**src/rtl/scan_pkg.sv**
```systemverilog
// Shared types and constants for the scan-chain transaction sequencer.
package scan_pkg;

    localparam int DATA_LENG_DEF = 20;
    localparam int CNT_W         = 32;

    typedef enum logic [2:0] {
        ST_IDLE,
        ST_RESET,
        ST_PRIME,
        ST_RUN,
        ST_CAPTURE,
        ST_FINISH
    } scan_state_e;

endpackage

```
**src/rtl/scan_sequencer_sync2.sv**
```systemverilog
// Generic two-flop synchronizer with asynchronous active-high reset.
module sync2 (
    input  logic clk,
    input  logic rst,
    input  logic d,
    output logic q
);

    logic meta_q;
    logic sync_q;

    always_ff @(posedge clk or posedge rst) begin
        if (rst) begin
            meta_q <= 1'b0;
            sync_q <= 1'b0;
        end else begin
            meta_q <= d;
            sync_q <= meta_q;
        end
    end

    assign q = sync_q;

endmodule

```
**src/rtl/scan_sequencer.sv**
```systemverilog
// Host-side controller that sequences the scan-chain driver through reset/prime/run.
// Optional loopback comparator is enabled by defining SCAN_SEQ_LOOPBACK_EN.
module scan_sequencer
    import scan_pkg::*;
#(
    parameter int DATA_LENG   = DATA_LENG_DEF,
    parameter int PRIME_CYC   = 2000000,
    parameter int RST_CYC     = 4,
    parameter int TIMEOUT_CYC = 100000000
) (
    input  logic                 clki,
    input  logic                 rst,
    input  logic                 start,
    input  logic [DATA_LENG-1:0] wr_data,
    input  logic                 sc_done,
    input  logic [DATA_LENG-1:0] sc_rd,
    output logic                 sc_clk_enb,
    output logic                 sc_data_enb,
    output logic [DATA_LENG-1:0] sc_wr,
    output logic [DATA_LENG-1:0] rd_data,
    output logic                 busy,
    output logic                 done,
    output logic                 timeout,
    output logic                 mismatch,
    output scan_state_e          dbg_state
);

    localparam logic [CNT_W-1:0] RST_LOAD     = CNT_W'(RST_CYC - 1);
    localparam logic [CNT_W-1:0] PRIME_LOAD   = CNT_W'(PRIME_CYC - 1);
    localparam logic [CNT_W-1:0] TIMEOUT_LOAD = CNT_W'(TIMEOUT_CYC - 1);

    scan_state_e          state_q, state_d;
    logic [CNT_W-1:0]     cnt_q, cnt_d;
    logic [DATA_LENG-1:0] sc_wr_q, sc_wr_d;
    logic [DATA_LENG-1:0] rd_data_q, rd_data_d;
    logic                 timeout_q, timeout_d;
    logic                 sc_done_sync;
    logic                 cnt_zero;

    sync2 u_done_sync (
        .clk (clki),
        .rst (rst),
        .d   (sc_done),
        .q   (sc_done_sync)
    );

    assign cnt_zero = (cnt_q == '0);

    always_ff @(posedge clki or posedge rst) begin
        if (rst) state_q <= ST_IDLE;
        else     state_q <= state_d;
    end

    // Completion is tested before the timeout so a simultaneous sc_done wins.
    always_comb begin
        state_d = state_q;
        case (state_q)
            ST_IDLE:    if (start) state_d = ST_RESET;
            ST_RESET:   if (cnt_zero) state_d = ST_PRIME;
            ST_PRIME:   if (cnt_zero) state_d = ST_RUN;
            ST_RUN: begin
                if (sc_done_sync)  state_d = ST_CAPTURE;
                else if (cnt_zero) state_d = ST_FINISH;
            end
            ST_CAPTURE: state_d = ST_FINISH;
            ST_FINISH:  state_d = ST_IDLE;
            default:    state_d = ST_IDLE;
        endcase
    end

    always_comb begin
        sc_clk_enb  = 1'b1;
        sc_data_enb = 1'b1;
        busy        = (state_q != ST_IDLE);
        done        = (state_q == ST_FINISH);
        case (state_q)
            ST_PRIME:   sc_clk_enb = 1'b0;
            ST_RUN, ST_CAPTURE: begin
                sc_clk_enb  = 1'b0;
                sc_data_enb = 1'b0;
            end
            default: ;
        endcase
    end

    // The shared down-counter is reloaded whenever the state changes.
    always_comb begin
        cnt_d     = cnt_zero ? cnt_q : cnt_q - 1'b1;
        sc_wr_d   = sc_wr_q;
        rd_data_d = rd_data_q;
        timeout_d = timeout_q;
        if (state_d != state_q) begin
            case (state_d)
                ST_RESET: cnt_d = RST_LOAD;
                ST_PRIME: cnt_d = PRIME_LOAD;
                ST_RUN:   cnt_d = TIMEOUT_LOAD;
                default:  cnt_d = '0;
            endcase
        end
        if (state_q == ST_IDLE && start) begin
            sc_wr_d   = wr_data;
            timeout_d = 1'b0;
        end
        if (state_q == ST_RUN && !sc_done_sync && cnt_zero) timeout_d = 1'b1;
        if (state_q == ST_CAPTURE) rd_data_d = sc_rd;
    end

    always_ff @(posedge clki or posedge rst) begin
        if (rst) begin
            cnt_q     <= '0;
            sc_wr_q   <= '0;
            rd_data_q <= '0;
            timeout_q <= 1'b0;
        end else begin
            cnt_q     <= cnt_d;
            sc_wr_q   <= sc_wr_d;
            rd_data_q <= rd_data_d;
            timeout_q <= timeout_d;
        end
    end

`ifdef SCAN_SEQ_LOOPBACK_EN
    // The chain returns the MSB first, so the expected read-back is sc_wr reversed.
    logic [DATA_LENG-1:0] wr_rev;
    logic                 mismatch_q, mismatch_d;

    always_comb begin
        wr_rev = '0;
        for (int i = 0; i < DATA_LENG; i++) wr_rev[i] = sc_wr_q[DATA_LENG-1-i];
    end

    always_comb begin
        mismatch_d = mismatch_q;
        if (state_q == ST_IDLE && start) mismatch_d = 1'b0;
        if (state_q == ST_CAPTURE)       mismatch_d = (sc_rd != wr_rev);
    end

    always_ff @(posedge clki or posedge rst) begin
        if (rst) mismatch_q <= 1'b0;
        else     mismatch_q <= mismatch_d;
    end

    assign mismatch = mismatch_q;
`else
    assign mismatch = 1'b0;
`endif

    assign sc_wr     = sc_wr_q;
    assign rd_data   = rd_data_q;
    assign timeout   = timeout_q;
    assign dbg_state = state_q;

endmodule

```
**config.mk**
```make
export PLATFORM = sky130hd
export DESIGN_NAME = scan_sequencer
export DESIGN_NICKNAME = d
export VERILOG_FILES = /design/src/rtl/scan_pkg.sv /design/src/rtl/scan_sequencer_sync2.sv /design/src/rtl/scan_sequencer.sv
export SDC_FILE = /design/constraint.sdc
export NUM_CORES = 1
export LEC_CHECK = 0
export BUFFER_PORTS_ARGS = -buffer_cell sky130_fd_sc_hd__buf_2
export CAP_MARGIN = 20
export CORE_ASPECT_RATIO = 1.25
export CORE_MARGIN = 4
export CORE_UTILIZATION = 57
export CTS_CLUSTER_SIZE = 30
export DETAILED_ROUTE_END_ITERATION = 8
export GPL_TIMING_DRIVEN = 0
export PLACE_DENSITY = 0.85
export SYNTH_ARGS = -nofsm -noshare
export SYNTH_HDL_FRONTEND = slang
export SYNTH_SLANG_ARGS = --single-unit
```
**constraint.sdc**
```tcl
create_clock -name clki -period 5.4 [get_ports clki]
set_clock_uncertainty 0.05 [all_clocks]
set_input_delay 0.27 -clock clki [delete_from_list [all_inputs] [get_ports clki]]
set_output_delay 0.27 -clock clki [all_outputs]
set_load 0.02 [all_outputs]
```
Yosys cells after proc, flatten, opt, wreduce, memory -nomap -nowiden --
Cells that the tools add are included.
Word-level totals: input bits 44, output and inout bits 49, flip-flop bits (word level) 78
Cells by class: add/subtract/negate cells 1, reduce and logical (&&, ||, !) cells 10, equality and inequality tests 10, multiplexer cells 13
Operators by type and width (number):
- $pmux W27 S3 | 1
- $mux W32 | 2
- $logic_not A32 Y1 | 1
- $sub A32 B1 Y32 const B | 1
- $mux W3 | 5
- $pmux W3 S5 | 1
- $eq A3 B2 Y1 const B | 4
- $eq A3 B1 Y1 const B | 2
- $eq A3 B3 Y1 const B | 2
- $mux W1 | 4
- $logic_and A1 B1 Y1 | 3
- $logic_not A3 Y1 | 1
- $ne A3 B3 Y1 | 1
- $reduce_bool A3 Y1 | 1
- $reduce_or A3 Y1 | 1
- $ne A2 B1 Y1 const B | 1
- $reduce_bool A2 Y1 | 1
- $reduce_or A2 Y1 | 1
- $logic_not A1 Y1 | 1

Logic depth before layout (Yosys ltp) --
Gate-level depths: netlist of the first run.
depth in word-level cells 7, depth in mapped cells 10, mapped depth without buffers 8

Cells and area by module --
A second synthesis of the first run with hierarchy kept.
Second synthesis, totals: cells, all modules 317, area, all modules 3578.4 um^2
By module, submodules not included:
- scan_sequencer | instances 1, cells an instance 314, area an instance 3524.6 um^2, sequential area each 1901.8 um^2
- sync2 | instances 1, cells an instance 3, area an instance 53.8 um^2, sequential area each 50.0 um^2

Least setup slack after synthesis of the first run --
No wires, ideal clock.
path kind flip-flop to flip-flop, from register cnt_q[0], to register cnt_q[10], clock period less this slack 2846 ps, buffers on the path 1, data required time 5267 ps, cell stages (with the launch flop) 9, slack 2554 ps, arrival 2714 ps, cell sequence dfrtp_1 inv_1 ha_1 or4b_4 or3_1 or4_1 buf_2 or4b_4 o21ai_0
Between the ends: word-level cells in the longest chain between the ends 7
Ends and longest elaborated chain:
- start: declaration | line scan_sequencer.sv:33 | logic [CNT_W-1:0] cnt_q, cnt_d;
- start signal: assignment | line scan_sequencer.sv:115 | cnt_q <= cnt_d;
- $logic_not A32 Y1 | line scan_sequencer.sv:47 | assign cnt_zero = (cnt_q == '0);
- $mux W3 | line scan_sequencer.sv:63 | else if (cnt_zero) state_d = ST_FINISH;
- $mux W3 | line scan_sequencer.sv:62 | if (sc_done_sync) state_d = ST_CAPTURE;
- $pmux W3 S5 | line scan_sequencer.sv:57 | case (state_q)
- $eq A3 B2 Y1 or $eq A3 B1 Y1 (tied branches) | line scan_sequencer.sv:93 | case (state_d)
- $pmux W27 S3 | line scan_sequencer.sv:93
- $mux W32 | line scan_sequencer.sv:92 | if (state_d != state_q) begin
Parallel ways exist; a longest one is shown, timed or not. The select of a mux whose other input is x is not followed. A chain may end at the register's enable or synchronous reset.

Worst setup path in the final report of the first run --
from register cnt_q[0], to register cnt_q[18]
Same word-level chain as after synthesis.

==> key figures, run 1 <==
Global routing
  • GRT overflow: 0
  • Tot GR Track Use: 0.241
  • Largest net degree at the start of global routing: 47
  • Vias in the first global route: 2977
  • GR peak layer: met2
  • Met3 usage in global routing: 0.0863
  • GR Util met2: 0.429
  • Initial antenna violation count: 0
  • First-pass GRT wire length: 14000 µm
  • GR Util met1: 0.260

STA
  • Unrepaired setup endpoints after global routing: false
  • Worst-Margin Slew: ~0.96 ns
  • Crit share post-route: 0.634
  • Final WS setup: 1.98 ns
  • Fin. max-slew vios: 0
  • Final Hold Viols: 0
  • Tmin final: 3.42 ns
  • Setup TNS Final: 0 ns
  • Worst slew margin: 0.354
  • Setup-failing EPs final: 0
  • F_max: 0.292 GHz

Clock tree
  • CTS Buf Count: 9
  • Clk root buf: clkbuf_8
  • Worst skew pair latency: 0.34 ns
  • H-tree Lvls: 3
  • Clock net sink count: 78
  • CTS tree: yes
  • Reg clk slew, reported paths: 0.08 ns
  • Cts repair resizes: 0
  • Post-CTS setup buffers: 0
  • CTS Buffer Depth: 2

Synthesis
  • FF+latch count, synth: 78
  • Synth Area per Inst: between 10 and 15 µm²
  • Yosys top cell area share: 0.546
  • Cell with the most instances after synthesis: dfrtp_1
  • Yosys Warn Count: 0
  • Post-Syn Instances: between 300 and 400
  • Register area share after synthesis: 0.546
  • Synth top cells by count: dfrtp_1 (78), mux2_2 (40), nor2_1 (29)
  • Synth async-reset ratio: 1.00
  • Syn Nets: between 300 and 400
  • Post-synth cell types: 43
  • Area leader, netlist: dfrtp_1
  • Number of flops mapped to enable cells by yosys: 0
  • Predominant post-synthesis flop cell: dfrtp_1
  • Ranking of synthesized cells by area: dfrtp_1 (55%), mux2_2 (13%), xnor2_1 (4.9%)
  • Post-Syn Area: 3570 µm²

Critical path
  • Worst EP required: ~5.6 ns
  • R2R Setup Slk: ~2 ns
  • Critical-path maximum fanout: 10
  • Element type at the critical path end: flop
  • Setup crit start kind: flop
  • Reg2reg end: cnt_q[18]
  • Depth of the worst register-to-register path: 10
  • R2R Path Start: cnt_q[0]
  • Arr. time, crit path: 3.57 ns
  • Critical path start-end classification: flop to flop

Drt
  • Antenna Violating Nets Remaining: 0
  • Final WL: 8400 µm
  • Routed vias: 2821
  • TritonRoute pass-1 iters: 4
  • DRC viols: 0
  • Vias per cell: 5.53
  • Wire per inst: 16.5 µm
  • Initial drt markers: between 100 and 150

Power and ir drop
  • Sequential power share: 0.541
  • Logic pwr share: 0.116
  • Worst vdd ir: approximately 200 µV
  • Clk pwr share: 0.343
  • Int Power: 0.000925 W
  • LEAKAGE: 2.14 nW
  • Pwr Density: 283 nW/µm²
  • Sw power: approximately 0.00031 W
  • Switching part of the total power: 0.252

Hold path
  • HP Class: primary input to flop
  • Hold path depth: 2
  • End of the worst hold path: rd_data[14]
  • Worst hold start: sc_rd[14]

Final layout
  • ANT cells: 0
  • Final Util: 0.714
  • Syn-to-layout area delta: 22.4%
  • Final nets: 466
  • Fillers: 416
  • Finished Cell Area: 4380 µm²
  • Share of layout cells above drive strength 1: 0.379

Die
  • Rows: 32
  • Starting Density: 0.584
  • Total die area: around 7600 µm²
  • Die boundary width: 78.8 µm
  • Die height: 96.5 µm
  • Core ar.: around 6100 µm²
  • Num ports: 93

Placed design
  • Cell area after placement: 4170 µm²
  • Setup slack at placement: 2.02 ns
  • PortBufs: between 90 and 100
  • DP HPWL: 6150 µm
  • GP Congestion: ~0.8

Outcome
  • Status: completed

Run
  • Max-cap violations: 0
## cells by family after synthesis
family,Yosys count,synth area share
AND/OR/NAND/NOR,99,0.150
flip-flops,78,0.546
AO/OA/AOI/OAI,42,0.0714
multiplexers,41,0.129
XOR/XNOR,28,0.0686
buffers and inverters,26,0.0305
adder cells (fa/ha/maj),1,0.00350
other,1,0.00105
## final cells by class
| type | instances | area (µm²) | share of cell area |
|---|---|---|---|
| clock inverter | 3 | 43.8 | 0.0100 |
| clock buffer | 12 | 145 | 0.0332 |
| tap | 85 | 106 | 0.0243 |
| multi-input combinational | 212 | 1510 | 0.346 |
| buffer | 21 | 90.1 | 0.0206 |
| sequential | 78 | 1950 | 0.446 |
| timing repair buffer | 94 | 503 | 0.115 |
| inverter | 5 | 21.3 | 0.00486 |
## timing repair
item                       4_1_cts  5_1_grt
setup endpoints to repair        0        0
hold buffers                     2        0
hold endpoints to repair        33        0
## critical path: stages (launching register included)
cell,delay [ns]
dfrtp_1,0.42
inv_1,0.08
ha_1,0.21
or4b_4,0.52
or3_1,0.42
buf_2,0.20
nor4_2,0.36
buf_2,0.32
o21ai_0,0.17
a2bb2oi_1,0.45
a21oi_1,0.10
## metal layers
layer / vias to the layer above / wire [µm]
met2: 105 / 4450
met5: - / 0
met3: 17 / 633
met1: 1385 / 3160
li1: 1314 / -
met4: 0 / 162
## sequential cells by signal, indices dropped and copies added (netlist names)
signal / count
dbg_state: 3
timeout: 1
u_done_sync.q: 1
u_done_sync.meta_q: 1
sc_wr: 20
cnt_q: 32
rd_data: 20
## power groups by stage
stage	clock network, W	logic [W]	registers (W)
final	0.000425	0.000143	0.000669
after global routing	0.000457	0.000161	0.000676
after CTS	0.000430	0.000145	0.000669
after detailed placement	0	0.000140	0.000681
after global placement	0	0.000131	0.000677
after floorplan	0	0.000102	0.000670
## metrics by stage
| step | hold slack [ns] | power, W | std cells |
|---|---|---|---|
| after floorplan | 0.251 | 0.000772 | 316 |
| after global placement | 0.283 | 0.000808 | 492 |
| after detailed placement | 0.263 | 0.000820 | 493 |
| after CTS | 0.0958 | 0.00124 | 510 |
| after global routing | 0.0917 | 0.00129 | 510 |
| final | 0.105 | 0.00124 | 510 |
## how the worst max path moves through the flow
stage | startpoint | to | slack [ns] | cells past startpoint
2_1_floorplan | cnt_q[0] | cnt_q[10] | 2.55 | 8
3_3_place_gp | cnt_q[0] | cnt_q[15] | 2.09 | 10
3_5_place_dp | cnt_q[0] | cnt_q[18] | 2.02 | 10
4_1_cts | cnt_q[0] | cnt_q[18] | 1.97 | 10
5_1_grt | cnt_q[0] | cnt_q[18] | 1.74 | 10
6_report | cnt_q[0] | cnt_q[18] | 1.98 | 10
## placed cells by master, fill, tap and decap left out, types with 2 or more instances in the layout
| cell type | synthesis | final |
|---|---|---|
| a21o_1 | 2 | 2 |
| a21oi_1 | 13 | 13 |
| a31oi_1 | 3 | 3 |
| and2_1 | 2 | 2 |
| buf_2 | 6 | 97 |
| clkbuf_1 | 13 | 15 |
| clkbuf_8 | 0 | 10 |
| dfrtp_1 | 78 | 78 |
| dlygate4sd3_1 | 0 | 2 |
| inv_1 | 5 | 4 |
| mux2_2 | 40 | 40 |
| nand2_1 | 12 | 12 |
| nand3_1 | 7 | 7 |
| nand3b_1 | 2 | 2 |
| nor2_1 | 29 | 29 |
| nor3_1 | 11 | 11 |
| nor3b_1 | 2 | 2 |
| nor4_1 | 8 | 8 |
| o21ai_0 | 14 | 14 |
| o31ai_1 | 2 | 2 |
| o32ai_1 | 2 | 2 |
| or2_2 | 3 | 3 |
| or3_1 | 8 | 8 |
| or4_1 | 6 | 6 |
| or4b_4 | 2 | 2 |
| xnor2_1 | 20 | 20 |
| xor2_1 | 8 | 8 |
(Power assumes the default switching activity.)
==> run 2: changes to the inputs <==
--- a/config.mk
+++ b/config.mk
@@ -9,11 +9,11 @@
 export CAP_MARGIN = 20
 export CORE_ASPECT_RATIO = 1.25
 export CORE_MARGIN = 4
-export CORE_UTILIZATION = 57
+export CORE_UTILIZATION = 53
 export CTS_CLUSTER_SIZE = 30
 export DETAILED_ROUTE_END_ITERATION = 8
 export GPL_TIMING_DRIVEN = 0
-export PLACE_DENSITY = 0.85
+export PLACE_DENSITY = 0.8
 export SYNTH_ARGS = -nofsm -noshare
 export SYNTH_HDL_FRONTEND = slang
 export SYNTH_SLANG_ARGS = --single-unit
==> constraint.sdc (replaced) <==
create_clock -name clki -period 3.3 [get_ports clki]
set_clock_uncertainty 0.05 [all_clocks]
set_input_delay 0.165 -clock clki [delete_from_list [all_inputs] [get_ports clki]]
set_output_delay 0.165 -clock clki [all_outputs]
set_load 0.02 [all_outputs]
==> run 2 against run 1 <==
  * Register-to-register slack got worse by 1.9 ns
  * Sequential power increased by 64%
  * Wire length increased by 20%
==> key figures, run 2 (synthesized netlist as in run 1, its figures left out) <==
Clock tree
  • Post-CTS setup buffers: 0 (unchanged)
  • Reg clk slew, reported paths: 0.08 ns (about the same)
  • CTS tree: yes (unchanged)
  • H-tree Lvls: 3 (unchanged)
  • Worst skew pair latency: 0.35 ns (was 0.34 ns)
  • CTS Buf Count: 9 (unchanged)
  • Clk root buf: clkbuf_8 (unchanged)
  • Clock net sink count: 78 (unchanged)
  • CTS Buffer Depth: 2 (unchanged)

Critical path
  • R2R Path Start: cnt_q[0] (unchanged)
  • Arr. time, crit path: 3.37 ns (was 3.57 ns)
  • Reg2reg end: cnt_q[1] (was cnt_q[18])
  • R2R Setup Slk: 0.12 ns (was 1.98 ns)
  • Critical-path maximum fanout: 10 (unchanged)
  • Crit path from: cnt_q[0] (unchanged)
  • Setup crit start kind: flop (unchanged)
  • Element type at the critical path end: flop (unchanged)
  • Critical path start-end classification: flop to flop (unchanged)
  • Depth of the worst register-to-register path: 10 (unchanged)
  • Worst EP required: 3.49 ns (was 5.55 ns)

Die
  • Total die area: 8130 µm² (was 7610 µm²)
  • Die height: 99.8 µm (was 96.5 µm)
  • Num ports: 93 (unchanged)
  • Rows: 33 (was 32)
  • Core ar.: 6570 µm² (was 6130 µm²)
  • Starting Density: 0.545 (was 0.584)
  • Die boundary width: 81.5 µm (was 78.8 µm)

Final layout
  • Syn-to-layout area delta: 33.5% (was 22.4%)
  • Sequential cell area: 1950 µm² (unchanged)
  • Reg with most FFs: cnt_q (unchanged)
  • Max reg flops: 32 (unchanged)
  • Share of layout cells above drive strength 1: 0.362 (was 0.379)
  • Fillers: 381 (was 416)
  • Finished Cell Area: 4770 µm² (was 4380 µm²)
  • ANT cells: 0 (unchanged)
  • Final nets: 499 (was 466)
  • Multi-input logic area: 1530 µm² (was 1510 µm²)
  • Most common cell after layout, fill and taps aside: buf_2 (unchanged)
  • Non-Filler Instances: 546 (was 510)
  • Most frequent cells in the layout: buf_2 (96), dfrtp_1 (78), mux2_2 (40) (was buf_2 (97), dfrtp_1 (78), mux2_2 (40))

Global routing
  • Largest net degree at the start of global routing: 47 (unchanged)
  • Vias in the first global route: 3330 (was 2977)
  • Initial antenna violation count: 0 (unchanged)
  • Tot GR Track Use: 0.268 (was 0.241)
  • First-pass GRT wire length: 16400 µm (was 14000 µm)
  • GRT overflow: 0 (unchanged)

Placed design
  • Setup slack at placement: -0.0827 ns (was 2.02 ns)
  • Dpl cells: 495 (was 493)
  • GP Congestion: 0.804 (was 0.815)
  • PortBufs: 91 (unchanged)
  • DP HPWL: 5950 µm (was 6150 µm)
  • Cell area after placement: 4170 µm² (about the same)

STA
  • Setup-failing EPs final: 0 (unchanged)
  • Tmin final: 3.18 ns (was 3.42 ns)
  • F_max: 0.314 GHz (was 0.292 GHz)
  • Worst-Margin Slew: 0.846 ns (was 0.960 ns)
  • Worst slew margin: 0.431 (was 0.354)
  • Final WS setup: 0.120 ns (was 1.98 ns)
  • Final Hold Viols: 0 (unchanged)
  • Unrepaired setup endpoints after global routing: false (unchanged)
  • WHS: 0.0135 ns (was 0.105 ns)
  • Fin. max-slew vios: 0 (unchanged)
  • Crit share post-route: 0.964 (was 0.634)

Hold path
  • Hold path depth: 2 (unchanged)
  • End of the worst hold path: rd_data[4] (was rd_data[14])
  • Worst hold start: sc_rd[4] (was sc_rd[14])
  • HP Class: primary input to flop (unchanged)

Drt
  • Antenna Violating Nets Remaining: 0 (unchanged)
  • DRC viols: 0 (unchanged)
  • Wire per inst: 18.5 µm (was 16.5 µm)
  • Final WL: 10100 µm (was 8400 µm)
  • Vias per cell: 5.61 (was 5.53)
  • TritonRoute pass-1 iters: 4 (unchanged)
  • Initial drt markers: 196 (was 148)
  • Routed vias: 3062 (was 2821)

Power and ir drop
  • LEAKAGE: 2.32 nW (was 2.14 nW)
  • Final Power: 0.00218 W (was 0.00124 W)
  • Pwr Density: 457 nW/µm² (was 283 nW/µm²)
  • Worst vdd ir: 344 µV (was 199 µV)

Run
  • Max-cap violations: 0 (unchanged)

Outcome
  • Status: completed (unchanged)
[run 2: what timing repair did]
action | in CTS | in global routing
endpoints found under the hold margin | 66 | 0
endpoints found under the setup margin | 5 | 27
gates cloned | 0 | 0
pin swaps | 0 | 1
resized for setup | 1 | 6
hold buffers | 35 | 0
[run 2: report_power, final]
| group | total (W) | leakage [nW] | internal (W) | switching [W] |
|---|---|---|---|---|
| clock network | 0.000823 | 0.113 | 0.000452 | 0.000371 |
| logic | 0.000264 | 1.21 | 0.000145 | 0.000120 |
| registers | 0.00110 | 1.00 | 0.00102 | 0.0000709 |
| total | 0.00218 | 2.32 | 0.00162 | 0.000562 |
[run 2: cell type report]
class                   instances  area share
plain buffers                  21      0.0204
clock buffers                  10      0.0288
clock inverters                 6      0.0197
inverters                       5     0.00446
multi-input cells             212       0.320
flip-flops and latches         78       0.409
well taps                      87      0.0228
repair buffers                127       0.175
[run 2: layer usage]
layer | up-vias | share of wire | GRT usage
li1 | 1381 | - | -
met3 | 37 | 0.072 | 0.0925
met5 | - | 0 | 0
met2 | 140 | 0.50 | 0.445
met4 | 0 | 0.040 | 0.121
met1 | 1504 | 0.39 | 0.309
[run 2: how the worst max path moves through the flow]
stage           endpoint  slack (ns)  cells after the start
2_1_floorplan  cnt_q[10]        0.45                      8
4_1_cts         cnt_q[5]        0.04                     10
5_1_grt        cnt_q[18]        0.01                     10
3_3_place_gp    cnt_q[2]       -0.01                     10
3_5_place_dp   cnt_q[15]       -0.08                     10
6_report        cnt_q[1]        0.12                     10
[run 2: critical path, cell delays in order, from the launching register on]
cell and delay (ns):
dfrtp_1 0.43, inv_1 0.07, ha_1 0.20, or4b_4 0.53, or3_1 0.41, buf_2 0.21, or2_1 0.24, clkbuf_1 0.20
o31ai_2 0.46, nor3b_2 0.09, o21a_1 0.19
[run 2: stage by stage]
stage	TNS (ns)	utilization
4_1_cts	0	0.725
6_report	0	0.727
5_1_grt	0	0.727
3_5_place_dp	-0.339	0.635
3_3_place_gp	-0.0530	0.630
2_1_floorplan	0	-
